## config.mk

```make
export PLATFORM = sky130hd
export DESIGN_NAME = pan_stream_tx
export DESIGN_NICKNAME = d
export VERILOG_FILES = /design/src/rtl/pan_pkg.sv /design/src/rtl/pan_luhn_acc.sv /design/src/rtl/pan_stream_tx.sv
export SDC_FILE = /design/constraint.sdc
export NUM_CORES = 1
export LEC_CHECK = 0
export ABC_CLOCK_PERIOD_IN_PS = 1900
export BUFFER_PORTS_ARGS = -buffer_cell sky130_fd_sc_hd__buf_2
export CAP_MARGIN = 25
export CORE_ASPECT_RATIO = 1.2
export CORE_MARGIN = 2
export CORE_UTILIZATION = 49
export CTS_CLUSTER_SIZE = 25
export DETAILED_ROUTE_END_ITERATION = 12
export PLACE_DENSITY_LB_ADDON = 0.15
export SETUP_SLACK_MARGIN = 0.3
export SYNTH_ARGS = -nofsm -noshare
export SYNTH_HDL_FRONTEND = slang
export SYNTH_SLANG_ARGS = --single-unit
```

## constraint.sdc

```tcl
create_clock -name clk -period 1.9 [get_ports clk]
set_input_delay 0.285 -clock clk [delete_from_list [all_inputs] [get_ports clk]]
set_output_delay 0.285 -clock clk [all_outputs]
set_load 0.01 [all_outputs]
```

## src/rtl/pan_pkg.sv

```systemverilog
// Shared types and helpers for the PAN digit-stream blocks.
package pan_pkg;

    localparam int PAN_W       = 76;
    localparam int LEN_W       = 5;
    localparam int PAN_NIBBLES = 19;

    typedef enum logic [2:0] {
        IDLE,
        START,
        GAP,
        DIGIT,
        END
    } tx_state_e;

    // Luhn doubling: 2*d, folded back into one digit by subtracting 9.
    function automatic logic [3:0] luhn_dbl(input logic [3:0] d);
        logic [4:0] t;
        t = {d, 1'b0};
        return (t > 5'd9) ? 4'(t - 5'd9) : t[3:0];
    endfunction

endpackage

```

## src/rtl/pan_luhn_acc.sv

```systemverilog
// Running Luhn sum (mod 10) over emitted digits; presents the matching check digit.
module pan_luhn_acc
    import pan_pkg::*;
(
    input  logic       clk,
    input  logic       rst_n,
    input  logic       clear,
    input  logic       en,
    input  logic [3:0] digit,
    input  logic       dbl_sel,
    output logic [3:0] check_digit
);

    logic [3:0] sum;
    logic [3:0] term;
    logic [4:0] s5;

    assign term = dbl_sel ? luhn_dbl(digit) : digit;
    assign s5   = {1'b0, sum} + {1'b0, term};

    always_ff @(posedge clk) begin
        if (!rst_n || clear)
            sum <= 4'd0;
        else if (en)
            sum <= (s5 >= 5'd10) ? 4'(s5 - 5'd10) : s5[3:0];
    end

    assign check_digit = (sum == 4'd0) ? 4'd0 : 4'd10 - sum;

endmodule

```

## src/rtl/pan_stream_tx.sv

```systemverilog
// Replays a loaded nibble-packed PAN as a start pulse followed by a per-digit stream.
// Optional: define PAN_TX_LUHN_GEN_EN to replace the last digit with a generated Luhn check digit.
module pan_stream_tx #(
    parameter int MAX_LEN     = 16,
    parameter int GAP_CYCLES  = 0,
    parameter int PAN_NIBBLES = 19
) (
    input  logic                     clk,
    input  logic                     rst_n,
    input  logic                     req_valid,
    output logic                     req_ready,
    input  logic [4*PAN_NIBBLES-1:0] pan_in,
    input  logic [4:0]               len_in,
    input  logic                     pause,
    output logic                     start,
    output logic                     digit_valid,
    output logic [3:0]               digit_out,
    output logic                     pan_end,
    output logic                     busy,
    output logic                     tx_done,
    output logic                     len_err
);
    import pan_pkg::*;

    localparam logic [4:0] MAX_L    = 5'(MAX_LEN);
    localparam logic [3:0] GAP_LOAD = (GAP_CYCLES > 0) ? 4'(GAP_CYCLES - 1) : 4'd0;
    localparam bit         HAS_GAP  = (GAP_CYCLES > 0);

    tx_state_e state, state_nx;

    logic [4*PAN_NIBBLES-1:0] pan_q;
    logic [4:0]               len_q;
    logic [4:0]               idx;
    logic [3:0]               gap_cnt;
    logic                     pause_q;
    logic                     len_err_q;
    logic                     last;
    logic                     send;
    logic [3:0]               nib;

    // pause is registered so every output stays a pure function of flops.
    assign last = (idx == len_q - 5'd1);
    assign send = (state == DIGIT) && !pause_q;
    assign nib  = pan_q[{idx, 2'b00} +: 4];

    always_comb begin
        state_nx = state;
        case (state)
            IDLE:    if (req_valid) state_nx = START;
            START:   if (len_q == 5'd0) state_nx = END;
                     else if (HAS_GAP)  state_nx = GAP;
                     else               state_nx = DIGIT;
            GAP:     if (gap_cnt == 4'd0) state_nx = DIGIT;
            DIGIT:   if (send) begin
                         if (last)         state_nx = IDLE;
                         else if (HAS_GAP) state_nx = GAP;
                     end
            END:     state_nx = IDLE;
            default: state_nx = IDLE;
        endcase
    end

    always_ff @(posedge clk) begin
        if (!rst_n) begin
            state     <= IDLE;
            pan_q     <= '0;
            len_q     <= 5'd0;
            idx       <= 5'd0;
            gap_cnt   <= 4'd0;
            pause_q   <= 1'b0;
            len_err_q <= 1'b0;
        end else begin
            state     <= state_nx;
            pause_q   <= pause;
            len_err_q <= 1'b0;
            if (state == IDLE && req_valid) begin
                pan_q     <= pan_in;
                len_q     <= (len_in > MAX_L) ? MAX_L : len_in;
                len_err_q <= (len_in > MAX_L);
                idx       <= 5'd0;
            end
            if (state_nx == GAP && state != GAP)
                gap_cnt <= GAP_LOAD;
            else if (state == GAP)
                gap_cnt <= gap_cnt - 4'd1;
            if (send && !last)
                idx <= idx + 5'd1;
        end
    end

    assign req_ready   = (state == IDLE);
    assign busy        = (state != IDLE);
    assign start       = (state == START);
    assign digit_valid = send;
    assign pan_end     = (send && last) || (state == END);
    assign tx_done     = (send && last) || (state == END);
    assign len_err     = len_err_q;

`ifdef PAN_TX_LUHN_GEN_EN
    logic [3:0] check_digit;
    logic [4:0] rem;

    // Digits whose distance to the check position is odd get doubled.
    assign rem = len_q - 5'd1 - idx;

    pan_luhn_acc u_luhn (
        .clk         (clk),
        .rst_n       (rst_n),
        .clear       (state == IDLE),
        .en          (send && !last),
        .digit       (nib),
        .dbl_sel     (rem[0]),
        .check_digit (check_digit)
    );

    assign digit_out = !send ? 4'd0 : (last ? check_digit : nib);
`else
    assign digit_out = send ? nib : 4'd0;
`endif

endmodule
```

* After elaboration in Yosys (flattened, before gate mapping)
Index checks and enable logic that the tools add are counted.
** Word-level totals
- Bits in registers :: 95
- Output and inout bits :: 11
- Word-level logic and storage cells :: 45
** Cells by class
- Add/sub/neg operators :: 3
- $lt $le $gt $ge :: 1
- Equality and inequality tests :: 7
- Shift-type cells :: 1
- Multiplexer cells :: 10
- Bitwise operators :: 1
- Reduce and logical (&&, ||, !) cells :: 15
** Operators by type and width (number)
- $shiftx A76 B8 Y4 :: 1
- $mux W3 :: 5
- $mux W5 :: 3
- $pmux W3 S4 :: 1
- $eq A3 B2 Y1 const B :: 3
- $add A5 B1 Y5 const B :: 1
- $eq A5 B5 Y1 :: 1
- $gt A5 B5 Y1 const B :: 1
- $logic_and A1 B1 Y1 :: 5
- $logic_not A5 Y1 :: 1
- $sub A5 B1 Y5 const B :: 1
- $logic_not A4 Y1 :: 1
- $mux W4 :: 1
- $sub A4 B1 Y4 const B :: 1
- $eq A3 B1 Y1 const B :: 1
- $eq A3 B3 Y1 const B :: 1
- $logic_not A3 Y1 :: 1
- $ne A3 B2 Y1 const B :: 1
- $reduce_bool A3 Y1 :: 1
- $logic_not A1 Y1 :: 2
- $reduce_and A2 Y1 :: 1
- $reduce_bool A2 Y1 :: 1
- $reduce_or A2 Y1 :: 1
- $logic_or A1 B1 Y1 :: 1
- $not A1 Y1 :: 1

* Logic depth before layout (Yosys ltp)
Gate-level depths: netlist of the first run.
- Word-level depth :: 8
- Depth in mapped cells :: 8

* Least setup slack after synthesis of the first run
OpenSTA, ideal clock, no wires.
- Path type :: reg2out
- Start :: register len_q[0]
- End :: output tx_done
- Arrival :: 1.724 ns
- Path slack :: -0.109 ns
- Cell stages (with the launch flop) :: 8
- Buffers on the path :: 1
- Cell sequence :: dfxtp_1 inv_1 ha_1 nor3b_2 xnor2_1 or3_4 o32ai_1 buf_4
** Between the ends
- Longest elaborated chain between the ends :: 4
** RTL lines
- start: declaration :: line pan_stream_tx.sv:32 : logic [4:0] len_q;
- start signal: assignment :: line pan_stream_tx.sv:78 : len_q <= (len_in > MAX_L) ? MAX_L : len_in;
- $sub A5 B1 Y5 :: line pan_stream_tx.sv:42 : assign last = (idx == len_q - 5'd1);
- $eq A5 B5 Y1 :: line pan_stream_tx.sv:42
- $logic_and A1 B1 Y1
- $logic_or A1 B1 Y1
- end: declaration :: line pan_stream_tx.sv:20 : output logic tx_done,
No other way between the ends.

* Worst setup path in the final report of the first run
- Start :: register idx[0]
- End :: output digit_out[2]
** Between the ends
- Longest elaborated chain between the ends :: 2
** RTL lines
- start: declaration :: line pan_stream_tx.sv:33 : logic [4:0] idx;
- start signal: assignment :: line pan_stream_tx.sv:87 : idx <= idx + 5'd1;
- $shiftx A76 B8 Y4 :: line pan_stream_tx.sv:44 : assign nib = pan_q[{idx, 2'b00} +: 4];
- $mux W4 :: line pan_stream_tx.sv:118 : assign digit_out = send ? nib : 4'd0;
- end: declaration :: line pan_stream_tx.sv:17 : output logic [3:0] digit_out,
No other way between the ends.

==> impl_metrics.tcl, run 1 <==
set metrics [dict create \
    start_util 0.505 \
    synthCells 521 \
    drv_cap 0 \
    fmax_ghz 0.438 \
    whs_ps 116 \
    yosys_warnings 0 \
    die_h_um 107 \
    pin_count 96 \
    cp.required_ps 1620 \
    post-dp-hpwl_mm 7.40 \
    use_met1 0.276 \
    wirelength_mm 10.4 \
    hold_end "pause_q" \
    min_period_ps 2290 \
    slew_viol_final 0 \
    drtPass1Iterations 5 \
    antenna_found_initial 0 \
    dp.cells 717 \
    viasPerCell 5.14 \
    clock_latency_ps 370 \
    stdcell_count 748 \
    cp-end-kind "output port" \
    syn_area_per_cell_um2 8.30 \
    path_cells "buf_12 > mux4_2 > mux2i_1 > nor2_1 > a21oi_2 > o31ai_2 > buf_2" \
    start_kind "flop" \
    clockBufferDepth 2 \
    worstMarginPinSlew_ps 571 \
    hold_path_class "in -> reg" \
    drt_iter0_drc 201 \
    ys_seq_elements 95 \
    crit_slowest_cell "mux4_2" \
    grt_busiest_layer "met2" \
    num_rows 37 \
    synth_seq_area_share 0.440 \
    rrSetupSlack_ps -270 \
    final_layout_size_suffix_gt1_frac 0.312 \
    clock-sinks 95 \
    yosys-top-cells-area "dfxtp_1 44%, nand2_1 14%, a21oi_1 10%, mux2i_1 4.2%, mux4_2 4.2%" \
    critPathArrivalTime_ps 2000 \
    core_area_mm2 0.00856 \
    setup_slack_ps -385 \
    clk_pin_slew_ps 90 \
    fp.dieW_um 89.8 \
    hp-start "pause" \
    diodes 0 \
    gp_congestion 0.821 \
    dp_worst_setup_slack_ps -84.4 \
    period_share 1.20 \
    synth_cell_types 42 \
    violations "negative setup slack" \
    setup_violations 12 \
    grt_use_met3 0.0513 \
    syn_area_mm2 0.00433 \
    grt_first_pass_wirelength_mm 16.8 \
    drt_drc_violations_left 0 \
    path_buf_inv 2 \
    vdd_drop_max_uv 445 \
    h-tree-depth 3 \
    nets 714 \
    cts_tree "done" \
    power_density_mw_per_mm2 877 \
    crit_type "reg -> out" \
    worst-path-max-fanout 8 \
    portBuffers 95 \
    synthesis.nets 609 \
    grt_pass1_vias 3584 \
    antenna_left 0 \
    hold_viol_final 0 \
    rsz0062_at_grt "true" \
    grtUsageMet2 0.380 \
    yosys.area.top_type "dfxtp_1" \
    vias 3847 \
    synth_top_cell_area_share 0.440 \
    rr_worst_depth 12 \
    critPathTopFamily "multiplexers" \
    r2r-end "idx[0]" \
    timing.rr.start "len_q[1]" \
    clock_skew_ps 8.67 \
    area_growth_pct 25.9 \
    grt.total_usage 0.220 \
    holdBufCountCts 0 \
    crit_path_max_incr_delay_ps 490 \
    numCtsBuffers 9 \
    status "finished, violations left" \
    p_leak_nw 2.18 \
    relSlewSlack 0.619 \
    dieArea_mm2 0.00960 \
    whs_path_depth 2 \
    wl_per_cell_um 13.8 \
    grt_max_degree 47 \
    clockRootBuffer "clkbuf_8" \
    overflow 0 \
]
[area by class of cell]
| type | instances | area, um^2 |
|---|---|---|
| Tap cell | 117 | 146 |
| Multi-Input combinational cell | 380 | 2300 |
| Clock inverter | 6 | 70.1 |
| Sequential cell | 95 | 1910 |
| Timing Repair Buffer | 132 | 862 |
| Inverter | 8 | 32.5 |
| Clock buffer | 10 | 128 |
| Fill cell | 772 | 3120 |
[registers in the layout, summed over array words and instances, names as in the netlist]
register	flops
pan_q	76
idx	5
len_q	5
gap_cnt	4
state	3
len_err	1
pause_q	1
[kinds of logic after synthesis]
family	share of synthesized area
adder cells (fa/ha/maj)	0.00868
AND/OR/NAND/NOR	0.209
flip-flops	0.440
XOR/XNOR	0.0234
multiplexers	0.104
buffers and inverters	0.0630
AO/OA/AOI/OAI	0.152
[where the power goes]
part | leakage [nW] | switching, mW | internal (mW)
registers | 0.781 | 0.124 | 2.20
logic | 1.31 | 0.616 | 0.496
clock network | 0.0891 | 0.723 | 0.615
[cell usage after synthesis, drive strengths merged]
| cell | number |
|---|---|
| clkbuf | 20 |
| o32ai | 1 |
| or3 | 5 |
| clkinv | 1 |
| and2b | 1 |
| buf | 18 |
| nor4 | 2 |
| nand3 | 7 |
| xnor2 | 6 |
| a21oi | 89 |
| ha | 3 |
| nand2b | 1 |
| nor2b | 4 |
| inv | 7 |
| mux2 | 8 |
| mux2i | 18 |
| o21ai | 9 |
| a211oi | 1 |
| xor2 | 3 |
| nand2 | 167 |
| nor3b | 1 |
| nor2 | 11 |
| o22ai | 4 |
| nand3b | 7 |
| o21bai | 4 |
| nor3 | 2 |
| nand4 | 2 |
| o31a | 1 |
| o2111ai | 1 |
| xnor3 | 1 |
| mux4 | 8 |
| and2 | 3 |
| a311oi | 1 |
| dfxtp | 95 |
| a21o | 1 |
| nor4b | 1 |
| o31ai | 6 |
| o221ai | 1 |
[cell usage in the layout (no fill, tap or decap), types with 2 or more instances in the layout]
master	count
ha_1	2
nand4_1	2
mux4_2	8
o21bai_1	4
clkinvlp_4	3
buf_12	3
xor2_1	3
o22ai_1	4
buf_6	17
nand3_1	6
nand2_1	166
nor4_1	2
nor2_1	11
mux2_2	8
nor2b_1	3
a21oi_2	5
a21oi_1	84
o21ai_0	8
dfxtp_1	90
o31ai_2	6
or3_4	2
inv_2	4
inv_1	3
xnor2_1	5
mux2i_1	18
and2_1	2
clkbuf_8	9
or3_1	3
nand3b_1	7
dfxtp_2	4
buf_4	20
buf_2	92
[layer usage]
metal  routed length (um)  part of all wire
met5                    0                 0
met4                  153             0.015
met3                  425             0.041
met2                 5230              0.50
met1                 4550              0.44
[timing repair]
action	CTS	global route
resized for setup	25	15
pin swaps	12	6
endpoints found under the setup margin	16	77
setup buffers	11	4
[worst max-delay path by stage]
stage	start	endpoint	slack, ps	depth (start not counted)
floorplan	len_q[0]	tx_done	70	7
global placement	idx[0]	digit_out[2]	-30	7
detailed placement	idx[0]	digit_out[2]	-80	7
CTS	idx[0]	digit_out[2]	-410	7
global route	idx[0]	digit_out[3]	-500	7
finish	idx[0]	digit_out[2]	-390	7
[metrics by stage]
| step | cell area [um^2] | utilization | power (mW) | setup TNS [ps] |
|---|---|---|---|---|
| floorplan | 4390 | - | 3.09 | 0 |
| global placement | 4970 | 0.581 | 3.36 | -29.8 |
| detailed placement | 4970 | 0.581 | 3.39 | -107 |
| CTS | 5360 | 0.625 | 4.75 | -3280 |
| global route | 5450 | 0.636 | 5.05 | -4710 |
| finish | 5450 | 0.636 | 4.78 | -3210 |
[worst register-to-register path, cell delays in order, from the launching register on]
cell	delay [ps]
dfxtp_2	350
inv_2	50
ha_4	250
xor2_1	150
nand3_1	110
buf_4	150
buf_6	110
buf_6	100
buf_6	100
buf_6	110
o31a_4	310
buf_4	140
o31ai_2	170
No activity file was read; power rests on OpenSTA's default activity.
==> run 2, diff against run 1 <==
--- a/config.mk
+++ b/config.mk
@@ -13,7 +13,7 @@
 export CORE_UTILIZATION = 49
 export CTS_CLUSTER_SIZE = 25
 export DETAILED_ROUTE_END_ITERATION = 12
-export PLACE_DENSITY_LB_ADDON = 0.15
+export PLACE_DENSITY = 0.76
 export SETUP_SLACK_MARGIN = 0.3
 export SYNTH_ARGS = -nofsm -noshare
 export SYNTH_HDL_FRONTEND = slang
==> run 2 against run 1 <==
The run still ends with negative setup slack left. Sequential share of layout area increased by 0.68 points. Non-clock buffer count decreased by 11. Clock power decreased by 4%. Total power decreased by 0.31%. Fmax increased by 0.55%. Flip-flop and latch count unchanged. Critical endpoint unchanged. Largest cell class unchanged.
==> impl_metrics.tcl, run 2 (same netlist as run 1, synthesis figures left out) <==
set metrics [dict create \
    share_comb_of_total_power 0.241 \
    fmax_ghz 0.440 \
    post-dp-hpwl_mm 7.38 \
    status "finished, violations left" \
    area_growth_pct 23.5 \
    timing.rr.start "idx[0]" \
    final_common_cell "nand2_1" \
    final_util 0.624 \
    grt.total_usage 0.220 \
    grt_max_degree 86 \
    hold_viol_final 0 \
    wl_per_cell_um 14.3 \
    path_cells "buf_12 > mux4_2 > mux2i_2 > nor2_1 > a21oi_2 > o31ai_2 > buf_2" \
    wirelength_mm 10.6 \
    fp.dieW_um 89.8 \
    drt_iter0_drc 210 \
    cp-end-kind "output port" \
    max_flop_register "pan_q" \
    overflow 0 \
    dp_worst_setup_slack_ps -50.8 \
    worstMarginPinSlew_ps 373 \
    p_sw_frac 0.303 \
    critPathArrivalTime_ps 1990 \
    start_kind "flop" \
    timing.critical_path.from "idx[0]" \
    clock-sinks 95 \
    p_leak_nw 2.12 \
    crit_slowest_cell "mux4_2" \
    hold_path_class "in -> reg" \
    dieArea_mm2 0.00960 \
    setup.worst_path.end "digit_out[2]" \
    nets 703 \
    num_rows 37 \
    viasPerCell 5.24 \
    cp.required_ps 1620 \
    rrSetupSlack_ps 170 \
    largest_register_ffs 76 \
    min_period_ps 2270 \
    period_share 1.20 \
    drt_drc_violations_left 0 \
    crit_type "reg -> out" \
    numCtsBuffers 9 \
    cts_tree "done" \
    power_density_mw_per_mm2 891 \
    dp.cells 713 \
    largestRegisters "pan_q x76, idx x5, len_q x5" \
    clock_latency_ps 350 \
    clock_skew_ps 6.42 \
    drv_cap 0 \
    worst-path-max-fanout 8 \
    antenna_left 0 \
    fin_tns_setup_ps -2080 \
    p_seq_frac 0.488 \
    vias 3853 \
    drtPass1Iterations 4 \
    pin_count 96 \
    relSlewSlack 0.752 \
    h-tree-depth 3 \
    diodes 0 \
    slew_viol_final 0 \
    rsz0062_at_grt "true" \
    core_area_mm2 0.00856 \
    violations "negative setup slack" \
    portBuffers 95 \
    clk_pin_slew_ps 90 \
    antenna_found_initial 0 \
    p_clk_frac 0.271 \
    clockRootBuffer "clkbuf_8" \
    clockBufferDepth 2 \
    die_h_um 107 \
    r2r-end "state[1]" \
    start_util 0.505 \
    vdd_drop_max_uv 558 \
    stdcell_count 736 \
    grt_first_pass_wirelength_mm 17.3 \
    final_cell_mix "166 x nand2_1, 91 x buf_2, 90 x dfxtp_1" \
    setup_violations 6 \
    grt_pass1_vias 3769 \
    setup_slack_ps -373 \
    gp_congestion 0.811 \
    crit_path_max_incr_delay_ps 510 \
    netSwitchingPower_mw 1.44 \
    rr_worst_depth 6 \
    cell_internal_pwr_mw 3.32 \
    final_layout_size_suffix_gt1_frac 0.294 \
]
==> run 2: cell count changes in the layout (fill, tap and decap cells not counted), moves of 2 or more <==
cell,change
o31ai_2,-2
o31ai_1,+2
buf_6,-6
buf_12,+3
buf_4,-7
==> run 2: through the flow <==
| step | cell area (um^2) | power [mW] | hold WS (ps) |
|---|---|---|---|
| floorplan | 4390 | 3.09 | 405 |
| global placement | 4980 | 3.37 | 440 |
| detailed placement | 4980 | 3.41 | 444 |
| CTS | 5290 | 4.73 | 141 |
| global route | 5340 | 5.01 | 138 |
| finish | 5340 | 4.76 | 139 |
==> run 2: worst max-delay path: cells and delay by family (launching register included) <==
family,cells,cell delay (ps)
muxes,2,690
AOI/OAI and AO/OA,2,230
and+or+nand+nor,1,70
buffers and inverters,2,270
DFF,1,370
==> run 2: power by group through the flow <==
| stage | clock network (mW) | registers (mW) | logic, mW |
|---|---|---|---|
| finish | 1.29 | 2.33 | 1.15 |
| global route | 1.39 | 2.35 | 1.27 |
| CTS | 1.30 | 2.32 | 1.11 |
| detailed placement | 0 | 2.36 | 1.05 |
| global placement | 0 | 2.36 | 1.01 |
| floorplan | 0 | 2.33 | 0.753 |
==> run 2: routing by layer <==
metal  share of wire  GRT usage  wire length, um  vias to the layer above
li1                -          -                -                     1941
met1            0.43      0.273             4570                     1785
met2            0.50      0.387             5310                      107
met3           0.043     0.0372              454                       20
met4           0.020     0.0813              216                        0
met5               0          0                0                        -
==> run 2: final cells by class <==
class                      instances  area [um^2]
clock inverter                     5         58.8
tap                              117          146
multi-input combinational        380         2270
clock buffer                      10          128
fill                             737         3220
inverter                           8         32.5
timing repair buffer             121          797
sequential                        95         1910
==> run 2: worst min path at each step <==
stage          startpoint         to  slack [ps]  cells past startpoint
6_report            pause    pause_q         140                      2
4_1_cts             pause    pause_q         140                      2
3_3_place_gp    pan_q[30]  pan_q[30]         440                      2
2_1_floorplan   len_in[3]    len_err         410                      2
5_1_grt             pause    pause_q         140                      2
3_5_place_dp    pan_q[47]  pan_q[47]         440                      2
==> run 2: repair_timing <==
action                                  CTS  global route
hold buffers                              0             0
cloned                                    0             0
endpoints found under the setup margin   17            17
buffers inserted                          7             1
gates resized for setup                  17            12
pin swaps                                 1             2
